==> config.mk <==
export PLATFORM = sky130hd
export DESIGN_NAME = clint_mhart
export DESIGN_NICKNAME = d
export VERILOG_FILES = /design/src/rtl/clint_pkg.sv /design/src/rtl/clint_timebase.sv /design/src/rtl/clint_mhart.sv
export SDC_FILE = /design/constraint.sdc
export NUM_CORES = 1
export LEC_CHECK = 0
export ABC_AREA = 0
export BUFFER_PORTS_ARGS = -buffer_cell sky130_fd_sc_hd__buf_2
export CAP_MARGIN = 15
export CORE_ASPECT_RATIO = 1.4
export CORE_UTILIZATION = 45
export CTS_BUF_LIST = sky130_fd_sc_hd__clkbuf_16
export DETAILED_ROUTE_END_ITERATION = 6
export PLACE_DENSITY = 0.72
export SETUP_SLACK_MARGIN = 0.3
export SYNTH_ARGS = -nofsm -noshare
export SYNTH_HDL_FRONTEND = slang
export SYNTH_HIERARCHICAL = 1
export SYNTH_SLANG_ARGS = --single-unit
==> constraint.sdc <==
create_clock -name CLK -period 3.7 [get_ports CLK]
set_input_delay 0.37 -clock CLK [delete_from_list [all_inputs] [get_ports CLK]]
set_output_delay 0.37 -clock CLK [all_outputs]
set_load 0.05 [all_outputs]
==> src/rtl/clint_pkg.sv <==
// Shared CLINT register offsets, cause codes and the address decoder used by clint_mhart.
package clint_pkg;

  localparam logic [31:0] MSIP_OFS     = 32'h0000_0000;
  localparam logic [31:0] MTIMECMP_OFS = 32'h0000_4000;
  localparam logic [31:0] MTIME_OFS    = 32'h0000_BFF8;

  localparam logic [3:0] CAUSE_MSI = 4'd3;
  localparam logic [3:0] CAUSE_MTI = 4'd7;

  typedef enum logic [2:0] {
    REG_NONE,
    REG_MSIP,
    REG_CMP_LO,
    REG_CMP_HI,
    REG_TIME_LO,
    REG_TIME_HI
  } reg_kind_e;

  typedef struct packed {
    reg_kind_e  kind;
    logic [2:0] hart;
  } reg_sel_t;

  // Addresses below the base wrap to huge offsets and so fall out of every window.
  function automatic reg_sel_t decode_addr(input logic [31:0] addr, input logic [31:0] base,
                                           input int harts, input logic msip_en);
    logic [31:0] ofs;
    logic [31:0] rel;
    reg_sel_t    sel;
    ofs      = addr - base;
    sel.kind = REG_NONE;
    sel.hart = '0;
    if (ofs[1:0] == 2'b00) begin
      rel = ofs - MSIP_OFS;
      if (msip_en && rel < 32'(4 * harts)) begin
        sel.kind = REG_MSIP;
        sel.hart = rel[4:2];
      end
      rel = ofs - MTIMECMP_OFS;
      if (rel < 32'(8 * harts)) begin
        sel.kind = rel[2] ? REG_CMP_HI : REG_CMP_LO;
        sel.hart = rel[5:3];
      end
      if (ofs == MTIME_OFS)         sel.kind = REG_TIME_LO;
      if (ofs == MTIME_OFS + 32'd4) sel.kind = REG_TIME_HI;
    end
    return sel;
  endfunction

endpackage

==> src/rtl/clint_timebase.sv <==
// Prescaler plus 64-bit mtime counter; a half-word write wins over a same-cycle tick.
module clint_timebase #(
  parameter logic [31:0] TICK_CNT = 32'd100
) (
  input  logic        clk,
  input  logic        rst_n,
  input  logic        wr_lo,
  input  logic        wr_hi,
  input  logic [31:0] wdata,
  output logic [63:0] mtime
);

  logic [31:0] prescale;
  logic        tick;

  assign tick = (prescale == TICK_CNT - 32'd1);

  always_ff @(posedge clk or negedge rst_n) begin
    if (!rst_n) begin
      prescale <= '0;
      mtime    <= '0;
    end else begin
      prescale <= tick ? '0 : prescale + 32'd1;
      if (wr_lo)
        mtime[31:0] <= wdata;
      else if (wr_hi)
        mtime[63:32] <= wdata;
      else if (tick)
        mtime <= mtime + 64'd1;
    end
  end

endmodule

==> src/rtl/clint_mhart.sv <==
// Multi-hart CLINT: msip (only with CLINT_MSIP_EN defined), mtimecmp, mtime and
// per-hart interrupt outputs behind a one-cycle registered read port.
module clint_mhart
  import clint_pkg::*;
#(
  parameter logic [31:0] BASE_ADDR = 32'h0200_0000,
  parameter int          HART_NUMS = 1,
  parameter logic [31:0] TICK_CNT  = 32'd100
) (
  input  logic                   CLK,
  input  logic                   RST,
  input  logic                   RDEN,
  input  logic [31:0]            RIADDR,
  output logic [31:0]            ROADDR,
  output logic                   RVALID,
  output logic [31:0]            RDATA,
  input  logic                   WREN,
  input  logic [31:0]            WADDR,
  input  logic [31:0]            WDATA,
  output logic [HART_NUMS-1:0]   INT_EN,
  output logic [4*HART_NUMS-1:0] INT_CODE
);

  logic [HART_NUMS-1:0] msip;
  logic [HART_NUMS-1:0] mtip;
  logic [63:0]          mtimecmp [HART_NUMS];
  logic [63:0]          mtime;
  logic [31:0]          rd_val;
  logic                 rd_hit;
  reg_sel_t             rsel;
  reg_sel_t             wsel;

`ifdef CLINT_MSIP_EN
  localparam logic MSIP_EN = 1'b1;

  always_ff @(posedge CLK or negedge RST) begin
    if (!RST) begin
      msip <= '0;
    end else begin
      for (int h = 0; h < HART_NUMS; h++)
        if (WREN && wsel.kind == REG_MSIP && wsel.hart == 3'(h))
          msip[h] <= WDATA[0];
    end
  end
`else
  localparam logic MSIP_EN = 1'b0;

  assign msip = '0;
`endif

  assign rsel   = decode_addr(RIADDR, BASE_ADDR, HART_NUMS, MSIP_EN);
  assign wsel   = decode_addr(WADDR, BASE_ADDR, HART_NUMS, MSIP_EN);
  assign rd_hit = RDEN && (rsel.kind != REG_NONE);

  clint_timebase #(
    .TICK_CNT(TICK_CNT)
  ) u_timebase (
    .clk   (CLK),
    .rst_n (RST),
    .wr_lo (WREN && wsel.kind == REG_TIME_LO),
    .wr_hi (WREN && wsel.kind == REG_TIME_HI),
    .wdata (WDATA),
    .mtime (mtime)
  );

  // mtip compares the registered operands, so it trails any change by one cycle.
  always_ff @(posedge CLK or negedge RST) begin
    if (!RST) begin
      mtip <= '0;
      for (int h = 0; h < HART_NUMS; h++)
        mtimecmp[h] <= '1;
    end else begin
      for (int h = 0; h < HART_NUMS; h++) begin
        mtip[h] <= (mtime >= mtimecmp[h]);
        if (WREN && wsel.hart == 3'(h)) begin
          if (wsel.kind == REG_CMP_LO) mtimecmp[h][31:0]  <= WDATA;
          if (wsel.kind == REG_CMP_HI) mtimecmp[h][63:32] <= WDATA;
        end
      end
    end
  end

  always_comb begin
    rd_val = '0;
    for (int h = 0; h < HART_NUMS; h++) begin
      if (rsel.hart == 3'(h)) begin
        case (rsel.kind)
          REG_MSIP:   rd_val = {31'b0, msip[h]};
          REG_CMP_LO: rd_val = mtimecmp[h][31:0];
          REG_CMP_HI: rd_val = mtimecmp[h][63:32];
          default:    ;
        endcase
      end
    end
    if (rsel.kind == REG_TIME_LO) rd_val = mtime[31:0];
    if (rsel.kind == REG_TIME_HI) rd_val = mtime[63:32];
  end

  // Missed reads leave address and data untouched.
  always_ff @(posedge CLK or negedge RST) begin
    if (!RST) begin
      RVALID <= 1'b0;
      ROADDR <= '0;
      RDATA  <= '0;
    end else begin
      RVALID <= rd_hit;
      if (rd_hit) begin
        ROADDR <= RIADDR;
        RDATA  <= rd_val;
      end
    end
  end

  always_comb begin
    INT_EN   = '0;
    INT_CODE = '0;
    for (int h = 0; h < HART_NUMS; h++) begin
      INT_EN[h] = msip[h] | mtip[h];
      if (msip[h])
        INT_CODE[4*h +: 4] = CAUSE_MSI;
      else if (mtip[h])
        INT_CODE[4*h +: 4] = CAUSE_MTI;
    end
  end

endmodule

==> flow_summary.toml, run 1 <==
[clock_tree]
root_buffer = "clkbuf_16"
cts_setup_buffers = 0
cts_tree = "built"
clock_tree.buffer_depth = 3
ctsResizeCount = 0
clkTransAtPathRegs_ps = 70
cts_buffers = 24
cts_sinks = 226
clock_latency_ps = 550
h-tree-depth = 1

[detailed_routing]
via_count = 11740
firstDrtPassIters = 7
drt_wl_total_mm = 38.88
wl_met2_mm = 20.32
antenna_left = 0
m1WireLength_mm = 14.49
topRoutingLayerUsed = "met4"
vias_per_cell = 5.961
drt_iter0_drc = 1113
detail_route.wl_per_cell_microns = 19.74
met3_wirelength_mm = 1.965
drcViolationCount = 9

[sta]
worst_pin_slew_ps = 1075
finalHoldViolCount = 0
tns_ps = 0
setup_viol = 0
rsz0062_at_grt = "no"
slew_headroom = 0.2793
max_freq_mhz = 304.0
fin_crit_ps = 3289
hold_ws_ps = 88.05
slew_viol_final = 0
min_period_over_period = 0.8890
fin_worst_skew_ps = 36.28

[yosys]
synth-seq-area-share = 0.4207
syn-cell-area_sq_mm = 0.01363
yosysMostFrequentCell = "dfrtp_1"
synthTopCellsByArea = "dfrtp_1, dfstp_2, ha_1"
postSynthCellCount = 1410
synthFlopType = "dfrtp_1"
synth-edff-count = 0
synth_nets = 1580
synth_cell_types = 82
yosysTopAreaCell = "dfrtp_1"
syn-mean-instance-area_sq_um = 9.670
ys_ff_latch = 226
yosys-top-cells-count = "dfrtp_1, nand2_1, inv_1"
synth_top_area_share = 0.2973
async_flop_share = 1.000
yosysWarningCount = 6

[worst_setup_path]
endpoint_kind = "flip-flop"
start_kind = "flip-flop"
required_ps = 4160
critical_path_class = "reg2reg"
crit_fanout = 13
arrival_ps = 3750

[placement]
port_buffers = 168
gp_congestion = 1.015
dp.final_hpwl_mm = 28.51

[global_routing]
track_usage = 0.2544
grt_pass1_wl_mm = 62.62
grt_pass1_vias = 12120
grt.overflow.total = 0
grt_max_degree = 92
antenna_found_initial = 1

[floorplanning]
placementRows = 75
start_util = 0.4569
core_sq_mm = 0.02984
die_x_microns = 149.1
die-area_sq_mm = 0.03101
io_pins = 170
die_h_microns = 208.0

[status]
outcome = "finished with violations"
violations = "design-rule violations"

[pwr]
comb_power_share = 0.045
ir_drop_mv = 0.2279
power_frac_clock = 0.458
powerDensity_mw_per_mm2 = 317.6
switching_share = 0.2359
power.switching_mw = 1.176
power.internal_mw = 3.809
seqPwrFrac = 0.496
p_leak_nw = 6.869

[flow_run]
drv_cap = 0

[finish]
areaGrowthSynthToFinish_pct = 15.14
utilization = 0.5261
layout-drive-gt1-share = 0.2658
nNetsFinal = 1736

[min_path]
hold_class = "in2reg"
metrics by stage:
step / instance area [sq um] / cells / setup slack [ps] / total power, mW
floorplan: 13630 / 1410 / 649.9 / 2.585
global placement: 14950 / 1924 / 406.6 / 2.740
detailed placement: 14950 / 1924 / 352.7 / 2.744
CTS: 15700 / 1969 / 489.1 / 5.043
global route: 15700 / 1970 / 306.4 / 5.168
finish: 15700 / 1970 / 410.8 / 4.985
layout make-up:
cell class / instances / area, sq um
fill: 2755 / 14140
multi-input combinational: 1033 / 7279
sequential: 226 / 5736
timing repair buffer: 202 / 1171
clock buffer: 24 / 600.6
tap: 385 / 481.7
inverter: 79 / 296.5
clock inverter: 20 / 131.4
antenna: 1 / 2.502
worst paths after layout:
check	startpoint	to	slack [ps]	depth (start not counted)
max in group asynchronous	RST	mtimecmp[11]	2280	3
max reg2reg	u_timebase/prescale[28]	u_timebase/mtime[6]	410	7
min in group asynchronous	RST	ROADDR[28]	420	2
max	u_timebase/prescale[28]	u_timebase/mtime[6]	410	7
min	WDATA[30]	u_timebase/mtime[30]	90	3
min reg2reg	ROADDR[15]	ROADDR[15]	460	2
registers in the layout, indices dropped and copies added, names as in the netlist:
register             flops
mtimecmp                64
u_timebase/mtime        64
RDATA                   32
ROADDR                  32
u_timebase/prescale     32
INT_EN                   1
RVALID                   1
power by group through the flow:
stage               Sequential (mW)  Clock, mW  Combinational, mW
global placement               2.52          0              0.223
finish                         2.47       2.28              0.226
detailed placement             2.52          0              0.227
global route                   2.47       2.45              0.250
floorplan                      2.52          0             0.0667
CTS                            2.47       2.34              0.228
routing by layer:
| layer | global-route usage | up-vias |
|---|---|---|
| li1 | - | 5479 |
| met1 | 0.2845 | 5699 |
| met2 | 0.4552 | 432 |
| met3 | 0.03333 | 134 |
| met4 | 0.1499 | 0 |
| met5 | 0 | - |
critical path, cell delays in order, from the launching register on:
cell	delay, ps
dfrtp_1	410
nor4_1	480
nand4_1	500
nor3_2	1010
buf_4	370
nand4_1	140
xor2_1	160
o21ai_0	160
cells in the final DEF, fill, tap and decap left out, drive strengths merged, types with 5 or more instances in the layout:
master   Yosys  final
a2111oi      6      6
a21o        26     26
a21oi       33     33
a222oi      33     33
a22oi       13     13
a2bb2oi      7      7
and2        19     19
and3        27     27
and4        15     15
buf         31    201
clkbuf      41     24
clkinv       0     12
dfrtp      162    162
dfstp       64     64
ha          70     70
inv         79     86
mux2        70     70
mux2i        7      7
nand2      149    149
nand3       68     68
nand4       54     54
nor2        52     52
nor2b       10     10
nor3        33     33
nor4        25     25
nor4b        6      6
o21a         5      5
o21ai       79     79
o21bai      34     34
o22a         6      6
o22ai        9      9
or2         35     35
or3          8      8
or4         13     13
xnor2       29     29
xor2        37     37
what timing repair did:
item / 4_1_cts / 5_1_grt
endpoints found under the setup margin: 0 / 0
hold buffers: 1 / 0
endpoints found under the hold margin: 78 / 0
logic make-up (layout without fill, tap and decap cells):
| kind of cell | after synthesis | after routing | synth area share |
|---|---|---|---|
| AND/OR/NAND/NOR | 534 | 534 | 0.2136 |
| AO/OA/AOI/OAI | 285 | 285 | 0.1477 |
| flip-flops | 226 | 226 | 0.4207 |
| buffers and inverters | 151 | 325 | 0.04726 |
| multiplexers | 77 | 77 | 0.06378 |
| adder cells (fa/ha/maj) | 70 | 70 | 0.06424 |
| XOR/XNOR | 66 | 66 | 0.04240 |
| other | 1 | 2 | 0.0002750 |
No activity file was read; power rests on OpenSTA's default activity.
==> run 2: changes to the inputs <==
--- a/config.mk
+++ b/config.mk
@@ -13,7 +13,7 @@
 export CTS_BUF_LIST = sky130_fd_sc_hd__clkbuf_16
 export DETAILED_ROUTE_END_ITERATION = 6
 export PLACE_DENSITY = 0.72
-export SETUP_SLACK_MARGIN = 0.3
+export SETUP_SLACK_MARGIN = 0.5
 export SYNTH_ARGS = -nofsm -noshare
 export SYNTH_HDL_FRONTEND = slang
 export SYNTH_HIERARCHICAL = 1
==> flow_summary.toml, run 2 (synthesis gave the netlist of run 1 again) <==
[detailed_routing]
antenna_left = 0
drt_wl_total_mm = 38.93
via_count = 11780
drcViolationCount = 13
vias_per_cell = 5.979
drt_iter0_drc = 1131
firstDrtPassIters = 7
detail_route.wl_per_cell_microns = 19.76

[global_routing]
grt_pass1_wl_mm = 62.61
grt_max_degree = 92
grt.overflow.total = 0
track_usage = 0.2544
grt_pass1_vias = 12120
antenna_found_initial = 1

[floorplanning]
die_h_microns = 208.0
start_util = 0.4569
io_pins = 170
die-area_sq_mm = 0.03101
die_x_microns = 149.1
placementRows = 75
core_sq_mm = 0.02984

[worst_setup_path]
critical_path_class = "reg2reg"
crit_fanout = 5
start_kind = "flip-flop"
required_ps = 4150
endpoint_kind = "flip-flop"
arrival_ps = 3540
r2r_setup_slack_ps = 610

[sta]
slew_viol_final = 0
max_freq_mhz = 323.8
fin_crit_ps = 3088
tns_ps = 0
min_period_over_period = 0.8347
worst_pin_slew_ps = 993.2
slew_headroom = 0.3317
fin_worst_skew_ps = 36.70
setup_viol = 0
finalHoldViolCount = 0
rsz0062_at_grt = "no"

[pwr]
seqPwrFrac = 0.496
power.internal_mw = 3.809
powerDensity_mw_per_mm2 = 317.6
ir_drop_mv = 0.2285
power_frac_clock = 0.459
power.switching_mw = 1.179
p_leak_nw = 6.869
comb_power_share = 0.045
switching_share = 0.2364

[clock_tree]
clkTransAtPathRegs_ps = 70
h-tree-depth = 1
clock_latency_ps = 560
root_buffer = "clkbuf_16"
cts_tree = "built"
clock_tree.buffer_depth = 3
cts_buffers = 24
cts_sinks = 226
cts_setup_buffers = 0

[placement]
gp_congestion = 1.015
dp.cells = 1924
dp.final_hpwl_mm = 28.51
port_buffers = 168

[finish]
reg_top3 = "mtimecmp x64, u_timebase/mtime x64"
final_cell_mix = "buf_2, dfrtp_1, nand2_1, inv_1, ha_1"
areaGrowthSynthToFinish_pct = 15.21
layout-drive-gt1-share = 0.2664
nFillCells = 2754
nNetsFinal = 1736
mostFrequentLayoutCell = "buf_2"
fin_cells = 1970

[status]
violations = "design-rule violations"
outcome = "finished with violations"

[min_path]
hold_class = "in2reg"

[flow_run]
drv_cap = 0
-- run 2: final timing paths --
kind	startpoint	to	cells past startpoint
max	u_timebase/prescale[28]	u_timebase/mtime[61]	6
min	WDATA[30]	u_timebase/mtime[30]	3
max reg2reg	u_timebase/prescale[28]	u_timebase/mtime[61]	6
min reg2reg	ROADDR[15]	ROADDR[15]	2
max in group asynchronous	RST	mtimecmp[11]	3
min in group asynchronous	RST	ROADDR[28]	2
-- run 2: stage by stage --
| step | total power [mW] | cell area [sq um] | util | hold slack (ps) | worst slack (ps) |
|---|---|---|---|---|---|
| after detailed placement | 2.744 | 14950 | 0.5011 | 437.6 | 352.7 |
| after global placement | 2.740 | 14950 | 0.5011 | 439.8 | 406.6 |
| after CTS | 5.043 | 15700 | 0.5262 | 70.85 | 632.3 |
| after floorplan | 2.585 | 13630 | - | 74.41 | 649.9 |
| after global routing | 5.168 | 15710 | 0.5264 | 83.21 | 533.7 |
| final | 4.989 | 15710 | 0.5264 | 87.73 | 611.7 |
-- run 2: routing by layer --
metal  part of all wire  vias up  track usage
li1                   -     5486            -
met1               0.37     5717       0.2844
met2               0.52      446       0.4552
met3              0.051      129      0.03333
met4              0.054        0       0.1499
met5                  0        -            0
-- run 2: layout make-up --
class	count	area [sq um]	area share
clock buffers	24	600.6	0.03823
clock inverters	20	131.4	0.008364
repair buffers	202	1171	0.07456
diodes	1	2.502	0.0001593
well taps	385	481.7	0.03067
flip-flops and latches	226	5736	0.3651
inverters	79	296.5	0.01888
multi-input cells	1033	7288	0.4640
-- run 2: power groups by stage --
stage / combinational, mW / clock [mW] / sequential, mW
after global placement: 0.223 / 0 / 2.52
after detailed placement: 0.227 / 0 / 2.52
final: 0.226 / 2.29 / 2.47
after global routing: 0.250 / 2.45 / 2.47
after CTS: 0.228 / 2.34 / 2.47
after floorplan: 0.0667 / 0 / 2.52
-- run 2: repair_timing --
action                                  4_1_cts  5_1_grt
resized for setup                             1        1
hold buffers                                  1        0
endpoints found under the setup margin        1        2
hold endpoints to repair                     78        0
gates cloned                                  0        0
-- run 2: critical path, stage by stage (launching register included) --
cell	delay, ps
dfrtp_1	410
nor4_1	480
nand4_1	550
or2_1	470
nor4_1	700
a32oi_1	210
o22a_1	200
==> run 3: changes to the inputs <==
==> constraint.sdc (replaced) <==
create_clock -name CLK -period 2.95 [get_ports CLK]
set_input_delay 0.295 -clock CLK [delete_from_list [all_inputs] [get_ports CLK]]
set_output_delay 0.295 -clock CLK [all_outputs]
set_load 0.05 [all_outputs]
==> flow_summary.toml, run 3 (synthesis gave the netlist of run 1 again) <==
[pwr]
power.internal_mw = 4.950
switching_share = 0.2361
power_frac_clock = 0.472
ir_drop_mv = 0.2725
power.total_mw = 6.480
powerDensity_mw_per_mm2 = 386.0
p_leak_nw = 7.352
comb_power_share = 0.049
power.switching_mw = 1.530
seqPwrFrac = 0.479

[status]
outcome = "finished with violations"
violations = "design-rule violations"

[placement]
dp.cells = 1968
dp.final_hpwl_mm = 29.33
gp_congestion = 0.9419
port_buffers = 168

[global_routing]
antenna_found_initial = 2
grt_max_degree = 90
track_usage = 0.2618
grt_pass1_wl_mm = 64.16
grt.overflow.total = 0
grt_pass1_vias = 12270

[finish]
mostFrequentLayoutCell = "buf_2"
nFillCells = 2624
final_cell_mix = "buf_2, dfrtp_1, nand2_1, buf_4, inv_1"
areaGrowthSynthToFinish_pct = 23.13
nNetsFinal = 1806
fin_cells = 2041
reg_top3 = "mtimecmp x64, u_timebase/mtime x64"
utilization = 0.5626
layout-drive-gt1-share = 0.3356

[floorplanning]
start_util = 0.4569
die_h_microns = 208.0
io_pins = 170
placementRows = 75
die_x_microns = 149.1
die-area_sq_mm = 0.03101
core_sq_mm = 0.02984

[sta]
fin_crit_ps = 2498
finalHoldViolCount = 0
rsz0062_at_grt = "yes"
setup_viol = 0
fin_worst_skew_ps = 30.03
min_period_over_period = 0.8468
max_freq_mhz = 400.3
worst_pin_slew_ps = 856.7
slew_headroom = 0.4268
slew_viol_final = 0

[worst_setup_path]
arrival_ps = 2890
crit_fanout = 3
endpoint_kind = "flip-flop"
critical_path_class = "reg2reg"
start_kind = "flip-flop"
required_ps = 3340

[min_path]
hold_class = "in2reg"

[clock_tree]
clock_latency_ps = 550
cts_buffers = 24
h-tree-depth = 1
clock_tree.buffer_depth = 3
clkTransAtPathRegs_ps = 70
cts_tree = "built"
root_buffer = "clkbuf_16"
cts_sinks = 226

[detailed_routing]
drt_wl_total_mm = 41.50
drcViolationCount = 2
drt_iter0_drc = 932
vias_per_cell = 6.018
via_count = 12280
antenna_left = 0
detail_route.wl_per_cell_microns = 20.33
firstDrtPassIters = 7

[flow_run]
drv_cap = 0
## run 3: cell types whose count changed in the layout (fill, tap and decap cells not counted), moves of 7 or more
cell / before / now
buf_4: 28 / 79
buf_6: 0 / 11
dfrtp_1: 162 / 153
dfrtp_2: 0 / 9
clkinv_2: 2 / 10
inv_1: 84 / 76
clkinv_1: 8 / 1
nor4_1: 21 / 14
## run 3: cell type report
type                    instances  area (sq um)  share of cell area
diodes                          2         5.005           0.0002981
clock buffers                  25         625.6             0.03726
clock inverters                19         155.1            0.009241
inverters                      79         311.5             0.01856
multi-input cells            1033          7595              0.4524
flip-flops and latches        226          5747              0.3423
well taps                     385         481.7             0.02869
repair buffers                272          1868              0.1113
## run 3: worst max-delay path, stage by stage, from the launching register on
cell,delay [ps]
dfstp_2,540
inv_1,40
ha_1,290
a2111oi_0,390
o21ai_1,150
o2111ai_2,170
a211oi_2,160
o21a_1,240
o31ai_1,230
nand2_1,110
## run 3: routing by layer
layer | track usage | routed length (microns)
met5 | 0 | 0
met1 | 0.2902 | 15490
met4 | 0.1411 | 2177
met2 | 0.4812 | 21890
met3 | 0.02895 | 1947
## run 3: timing repair
action                                  in CTS  in global routing
hold buffers                                 5                  0
setup buffers                                5                 14
endpoints found under the setup margin      11                 67
pin swaps                                   14                 18
gates cloned                                 0                  3
gates resized for setup                     25                 54
hold endpoints to repair                    73                  0
## run 3: worst paths after layout
path                              from     endpoint  slack, ps  cells past startpoint
max in group asynchronous          RST  mtimecmp[5]       1630                      3
min reg2reg                 ROADDR[25]   ROADDR[25]        460                      1
min in group asynchronous          RST    ROADDR[9]        330                      2
min                         RIADDR[26]   ROADDR[26]        0.7                      3
max reg2reg                mtimecmp[3]       INT_EN        450                      9
max                        mtimecmp[3]       INT_EN        450                      9
## run 3: per-stage QoR
| step | hold WS, ps | TNS, ps | worst slack, ps | cell area, sq um |
|---|---|---|---|---|
| global route | 28.23 | 0 | 414.0 | 16790 |
| global placement | 351.3 | 0 | 79.02 | 15430 |
| finish | 0.7471 | 0 | 452.0 | 16790 |
| detailed placement | 363.0 | -14.77 | -14.77 | 15430 |
| CTS | 4.679 | 0 | 417.6 | 16400 |
| floorplan | -0.5911 | 0 | 264.8 | 13800 |
## run 3: power by group through the flow
stage          clock (mW)  combinational [mW]  sequential, mW
3_3_place_gp            0               0.299            3.16
5_1_grt              3.23               0.350            3.10
2_1_floorplan           0              0.0910            3.16
3_5_place_dp            0               0.304            3.16
4_1_cts              3.12               0.311            3.10
6_report             3.06               0.319            3.10
